===== config.mk =====
export PLATFORM = sky130hd
export DESIGN_NAME = instr_fetch_unit
export DESIGN_NICKNAME = d
export VERILOG_FILES = /design/src/rtl/instr_fetch_unit_pkg.sv /design/src/rtl/instr_fetch_unit_pc_reg.sv /design/src/rtl/instr_fetch_unit.sv
export SDC_FILE = /design/constraint.sdc
export NUM_CORES = 1
export LEC_CHECK = 0
export ABC_AREA = 0
export CAP_MARGIN = 15
export CORE_AREA = 5 5 123 125
export CTS_CLUSTER_DIAMETER = 200
export DETAILED_ROUTE_END_ITERATION = 6
export DIE_AREA = 0 0 128 130
export PLACE_DENSITY = 0.59
export SLEW_MARGIN = 40
export SYNTH_ARGS = -nofsm -noshare
export SYNTH_HDL_FRONTEND = slang
export SYNTH_SLANG_ARGS = --single-unit

===== constraint.sdc =====
create_clock -name clk -period 3.1 [get_ports clk]
set_input_delay 0.62 -clock clk [delete_from_list [all_inputs] [get_ports clk]]
set_output_delay 0.62 -clock clk [all_outputs]
set_load 0.02 [all_outputs]

===== src/rtl/instr_fetch_unit_pkg.sv =====
// Shared CPU definitions for the instruction fetch path: FSM encoding,
// reset/timeout defaults and the instruction-register field layout.
package instr_fetch_unit_pkg;

    localparam logic [31:0] DEFAULT_RESET_PC = 32'h0000_0000;
    localparam int          DEFAULT_MAX_WAIT = 15;

    typedef enum logic [2:0] {
        ST_IDLE = 3'd0,
        ST_REQ  = 3'd1,
        ST_WAIT = 3'd2,
        ST_DONE = 3'd3,
        ST_ERR  = 3'd4
    } fetch_state_t;

    typedef struct packed {
        logic [5:0]  opcode;
        logic [4:0]  rs;
        logic [4:0]  rt;
        logic [15:0] offset;
    } instr_t;

    function automatic logic word_aligned(input logic [31:0] addr);
        return (addr[1:0] == 2'b00);
    endfunction

endpackage


===== src/rtl/instr_fetch_unit_pc_reg.sv =====
// Program counter register: asynchronous active-low reset to RESET_PC,
// loads d when load is high.
module pc_reg
    import instr_fetch_unit_pkg::*;
#(
    parameter logic [31:0] RESET_PC = DEFAULT_RESET_PC
) (
    input  logic        clk,
    input  logic        reset,
    input  logic        load,
    input  logic [31:0] d,
    output logic [31:0] q
);

    always_ff @(posedge clk or negedge reset) begin
        if (!reset) begin
            q <= RESET_PC;
        end else if (load) begin
            q <= d;
        end
    end

endmodule


===== src/rtl/instr_fetch_unit.sv =====
// Instruction fetch unit: IDLE/REQ/WAIT/DONE/ERR handshake with memory,
// bounded wait for mem_ready, instruction register and PC update.
module instr_fetch_unit
    import instr_fetch_unit_pkg::*;
#(
    parameter logic [31:0] RESET_PC = DEFAULT_RESET_PC,
    parameter int          MAX_WAIT = DEFAULT_MAX_WAIT
) (
    input  logic        clk,
    input  logic        reset,
    input  logic        fetch_start,
    input  logic        pc_write,
    input  logic [31:0] pc_in,
    input  logic [31:0] mem_data_in,
    input  logic        mem_ready,
    output logic        mem_read,
    output logic [31:0] mem_addr,
    output logic [31:0] pc,
    output logic [31:0] pc_plus4,
    output logic [5:0]  opcode,
    output logic [4:0]  rs,
    output logic [4:0]  rt,
    output logic [15:0] offset,
    output logic        instr_valid,
    output logic        busy,
    output logic        fetch_error
);

    localparam int              CNT_W     = (MAX_WAIT < 1) ? 1 : $clog2(MAX_WAIT + 1);
    localparam logic [CNT_W-1:0] CNT_LIMIT = CNT_W'(MAX_WAIT);

    fetch_state_t     state;
    fetch_state_t     state_next;
    logic [CNT_W-1:0] wait_cnt;
    logic [CNT_W-1:0] wait_cnt_next;
    instr_t           ir;
    logic             ir_load;
    logic             pc_load;
    logic [31:0]      pc_next;

    pc_reg #(
        .RESET_PC (RESET_PC)
    ) u_pc_reg (
        .clk   (clk),
        .reset (reset),
        .load  (pc_load),
        .d     (pc_next),
        .q     (pc)
    );

    assign pc_plus4 = pc + 32'd4;
    assign mem_addr = pc;

    always_ff @(posedge clk or negedge reset) begin
        if (!reset) begin
            state    <= ST_IDLE;
            wait_cnt <= '0;
        end else begin
            state    <= state_next;
            wait_cnt <= wait_cnt_next;
        end
    end

    always_ff @(posedge clk or negedge reset) begin
        if (!reset) begin
            ir <= '0;
        end else if (ir_load) begin
            ir <= mem_data_in;
        end
    end

    // All outputs are decoded from state so reset clears them without waiting for a clock.
    always_comb begin
        state_next    = state;
        wait_cnt_next = '0;
        ir_load       = 1'b0;
        pc_load       = 1'b0;
        pc_next       = pc_plus4;
        mem_read      = 1'b0;
        instr_valid   = 1'b0;
        busy          = 1'b0;
        fetch_error   = 1'b0;

        case (state)
            ST_IDLE: begin
                if (pc_write) begin
                    pc_load = 1'b1;
                    pc_next = pc_in;
                end else if (fetch_start) begin
                    state_next = word_aligned(pc) ? ST_REQ : ST_ERR;
                end
            end
            ST_REQ: begin
                mem_read   = 1'b1;
                busy       = 1'b1;
                state_next = ST_WAIT;
            end
            ST_WAIT: begin
                mem_read = 1'b1;
                busy     = 1'b1;
                if (mem_ready) begin
                    ir_load    = 1'b1;
                    pc_load    = 1'b1;
                    state_next = ST_DONE;
                end else if (wait_cnt == CNT_LIMIT) begin
                    state_next = ST_ERR;
                end else begin
                    wait_cnt_next = wait_cnt + 1'b1;
                end
            end
            ST_DONE: begin
                instr_valid = 1'b1;
                busy        = 1'b1;
                state_next  = ST_IDLE;
            end
            ST_ERR: begin
                fetch_error = 1'b1;
                if (pc_write) begin
                    pc_load    = 1'b1;
                    pc_next    = pc_in;
                    state_next = ST_IDLE;
                end
            end
            default: begin
                state_next = ST_IDLE;
            end
        endcase
    end

    assign opcode = ir.opcode;
    assign rs     = ir.rs;
    assign rt     = ir.rt;
    assign offset = ir.offset;

endmodule


---- After elaboration in Yosys (flattened, before gate mapping) ----
Index checks and enable logic that the tools add are counted.
storage, ports and cells
  output and inout bits ................... 132
  input bits .............................. 69
  register bits after elaboration ......... 71
  word-level logic and storage cells ...... 44
cells by class
  reduce and logical (&&, ||, !) cells .... 6
  muxes and demuxes ....................... 20
  add/subtract/negate cells ............... 2
  equal/unequal tests ..................... 9
operators by type and width
  cell                                                 number
  2-to-1 mux 32 bit                                    2
  adder 32 x 3 -> 32 bit, second input constant        1
  2-to-1 mux 3 bit                                     6
  2-to-1 mux 4 bit                                     3
  case mux 3 bit (4 select lines)                      1
  2-to-1 mux 1 bit                                     7
  equality test 3 x 2 -> 1 bit, second input constant  2
  != test 2 bit, second input constant                 3
  adder 4 x 1 -> 4 bit, second input constant          1
  equality test 4 bit, second input constant           1
  AND reduction 4 bit                                  1
  OR reduction 2 bit                                   2
  equality test 3 x 1 -> 1 bit, second input constant  1
  equality test 3 bit, second input constant           1
  logical NOT 3 bit                                    1
  != test 3 bit, second input constant                 1
  OR reduction 3 bit                                   1
  logical NOT 2 bit                                    1
  case mux 1 bit (2 select lines)                      1

---- Logic depth before layout (Yosys ltp) ----
  word-level depth ........................ 5
  mapped depth ............................ 8
  gate-level depth less buffers ........... 6

---- Modules after synthesis ----
From an unflattened synthesis, not the netlist that was laid out.
unflattened totals
  cells, all modules ...................... 384
  area, all modules ....................... 4187.8 um2
modules (own cells, without submodules)
  module            seq. area each (um2)  area an instance (um2)  times used  cells an instance
  instr_fetch_unit  975.9                 2842.7                  1           316
  pc_reg            800.8                 1345.0                  1           68

---- Least setup slack after synthesis ----
Ideal clock, no wire load.
  kind .................................... flip-flop to output port
  from .................................... register u_pc_reg.q[3]
  to ...................................... output pc_plus4[14]
  cell stages (with the launch flop) ...... 6
  slack ................................... 544 ps
  buffers on the path ..................... 0
  arrival ................................. 1936 ps
  required time ........................... 2480 ps
  cells stage by stage .................... dfrtp_1 > ha_1 > nand4_1 > nor3_1 > and3_1 > xor2_1
on the way
  word-level cells in the longest chain between the ends .. 1
ends and longest elaborated chain
  what                      line                           RTL
  start: declaration        instr_fetch_unit_pc_reg.sv:12  output logic [31:0] q
  start signal: assignment  instr_fetch_unit_pc_reg.sv:17  q <= RESET_PC;
  start signal: assignment  instr_fetch_unit_pc_reg.sv:19  q <= d;
  adder 32 x 3 -> 32 bit    instr_fetch_unit.sv:51         assign pc_plus4 = pc + 32'd4;
  end: declaration          instr_fetch_unit.sv:19         output logic [31:0] pc_plus4,
Every way passes these cells.

---- Worst setup path in the final report ----
  from .................................... register u_pc_reg.q[14]
  to ...................................... output pc_plus4[27]
The elaborated chain is that of the path after synthesis.

==> results_dict.tcl <==
set metrics [dict create \
    status "finished, final reports clean" \
    min_period_ps 2940 \
    insertion_delay_ps 330 \
    path_max_fanout 8 \
    firstDrtPassIters 5 \
    crit_required_ps 2480 \
    ys_warn_count 0 \
    fmax_mhz 340 \
    pwr_density_cell_nw_per_um2 1100 \
    synth_top_area_share_pct 43.7 \
    cts_root_buffer "clkbuf_16" \
    rsz0062_at_grt "false" \
    cp_slowest_cell "clkdlybuf4s50_1" \
    cts_tree "done" \
    core_area_um2 13800 \
    yosysUniqueCellTypes 49 \
    ys_seq_area_share_pct 43.7 \
    critPathLaunchType "register" \
    clock_path_buffers 2 \
    swShare_pct 44.9 \
    synthCells 470 \
    power.ir.vdd_worst_mv 0.432 \
    power.share.clock_pct 12.9 \
    drive_above_1_share_pct 10.8 \
    portBuffers 200 \
    ys_seq_elements 71 \
    hold_viol_final 0 \
    setup_tns_ps 0 \
    p_seq_share_pct 24.3 \
    hold_slack_ps 297 \
    async_reset_ff_share_pct 100 \
    finClkSkew_ps 6.56 \
    path_cells "nand3_1 -> nor4_4 -> buf_4 -> nand2_2 -> xnor2_1 -> clkdlybuf4s50_1" \
    endpoint_kind "primary output" \
    yosys.area.top_type "dfrtp_1" \
    mostFrequentLayoutCell "clkdlybuf4s50_1" \
    clkSinkCount 71 \
    synth_area_um2 4070 \
    syn_to_final_growth_pct 59.1 \
    internal-power_w 0.00394 \
    fin_crit_sh_pct 94.8 \
    place.gp.congestion 0.807 \
    path_class "register to primary output" \
    layout_common_cells "clkdlybuf4s50_1, nand2_1, dfrtp_1" \
    ys_top_cells_by_area "dfrtp_1, nand2_1, buf_4" \
    start_util_pct 29.5 \
    dieWidth_um 128 \
    hold_path.class "input pin to asynchronous set/reset pin" \
    synth_edf_count 0 \
    drcViolationCount 0 \
    total_power_w 0.00715 \
    clk_pin_slew_ps 60 \
    wl_um 13600 \
    h-tree-depth 3 \
    slew_viol_final 0 \
    ios 201 \
    drtAntennaViolNets 0 \
    setup_viol 0 \
    grt_pass1_wl_um 21600 \
    cts_inserted_buffers 9 \
    antenna_found_initial 0 \
    grt_max_degree 72 \
    power_frac_comb_pct 62.8 \
    die_area_um2 16600 \
    num_antenna_cells 0 \
    grt_use_total_pct 16.3 \
    syn_nets 541 \
    wire_per_inst_um 16.3 \
    post_drt_via_cell_ratio 4.82 \
    num_vias 4040 \
    synth_flop_cell "dfrtp_1" \
    crit_arrival_ps 2320 \
    maxCapViolCount 0 \
    grt_pass1_vias 4055 \
    num_rows 43 \
    dp_hpwl_um 10200 \
    relSlewSlack_pct 56.1 \
    max_stage_delay_ps 630 \
    nets 724 \
    syn-mean-instance-area_um2 8.65 \
    leakage_nw 2.98 \
    power.switching_w 0.00321 \
    drt_first_iter_violations 174 \
    grt-ovfl-total 0 \
    die_h_um 130 \
    max_slew.worst_pin.slew_ps 658 \
]
-- power groups by stage --
stage | Clock (W) | Combinational, W | Sequential, W
2_1_floorplan | 0 | 0.00198 | 0.00226
5_1_grt | 0.000999 | 0.00480 | 0.00182
3_3_place_gp | 0 | 0.00458 | 0.00173
4_1_cts | 0.000952 | 0.00457 | 0.00174
6_report | 0.000919 | 0.00449 | 0.00174
3_5_place_dp | 0 | 0.00460 | 0.00175
-- stage by stage --
step / cell area [µm²] / cells / worst slack, ps / utilization (%)
CTS: 6450 / 838 / 7.65 / 46.8
global placement: 6160 / 820 / 140 / 44.8
finish: 6470 / 838 / 160 / 47.0
global route: 6470 / 838 / 7.76 / 47.0
detailed placement: 6170 / 820 / 107 / 44.8
floorplan: 4070 / 470 / 544 / -
-- per-layer routing --
metal,GRT usage [%],up-vias,wire length (µm)
li1,-,1943,-
met1,21.5,1942,5970
met2,26.0,136,6450
met3,4.05,19,939
met4,6.30,0,284
met5,0,-,0
-- sequential cells by signal, indices dropped and copies added, names as in the netlist --
signal and cells:
opcode 6, u_pc_reg.q 32, state 3, wait_cnt 4, rs 5, rt 5, offset 16
-- logic make-up (layout without fill, tap and decap cells) --
kind of cell,after synthesis,after routing,share of synthesized area (%)
and+or+nand+nor,234,234,28.2
buffers and inverters,67,255,9.60
DFF,71,71,43.7
AOI/OAI and AO/OA,66,66,11.4
adders and majority gates,2,2,0.615
xor gates and xnor gates,30,30,6.46
-- cell usage after synthesis (all sizes together), types with 2 or more instances --
cell	count
buf	46
clkbuf	15
nor3	9
or3	6
nand4	10
a22oi	9
nand3	17
a221o	10
nor3b	4
a21oi	7
o211ai	2
and2	3
a31oi	4
xnor2	17
and4	3
and3	5
o311ai	4
inv	6
xor2	13
a21o	3
nand2	139
or4	2
nand2b	2
dfrtp	71
ha	2
nor4	8
nor2	23
o21ai	19
-- worst paths after layout --
path | depth (start not counted) | startpoint | slack (ps) | end
worst max-delay path | 6 | u_pc_reg.q[14]$_DFFE_PN0P_ | 160 | pc_plus4[27]
worst min-delay path | 1 | reset | 300 | u_pc_reg.q[5]$_DFFE_PN0P_
worst max register to register | 5 | state[0]$_DFFE_PN0P_ | 940 | u_pc_reg.q[4]$_DFFE_PN0P_
worst min register to register | 1 | wait_cnt[0]$_DFF_PN0_ | 470 | wait_cnt[0]$_DFF_PN0_
max in group asynchronous | 1 | reset | 2340 | offset[14]$_DFFE_PN0P_
min in group clk | 1 | wait_cnt[0]$_DFF_PN0_ | 470 | wait_cnt[0]$_DFF_PN0_
-- cell type report --
| cell class | count | area [µm²] |
|---|---|---|
| fill | 1353 | 7300 |
| clock buffer | 9 | 225 |
| inverter | 6 | 22.5 |
| multi-input combinational | 332 | 1920 |
| clock inverter | 7 | 40.0 |
| sequential | 71 | 1780 |
| timing repair buffer | 233 | 2260 |
| tap | 180 | 225 |
-- critical path: cells and delay by family (launching register included) --
family	cells	cell delay [ps]
XOR/XNOR	1	140
AND/OR/NAND/NOR	3	580
buffers and inverters	2	820
flip-flops	1	440
-- repair_timing --
item / 4_1_cts / 5_1_grt
pin swaps: 1 / 0
setup endpoints to repair: 16 / 12
resized for setup: 13 / 13
hold buffers: 0 / 0
setup buffers: 2 / 0
Power figures use the tool's default switching activity.
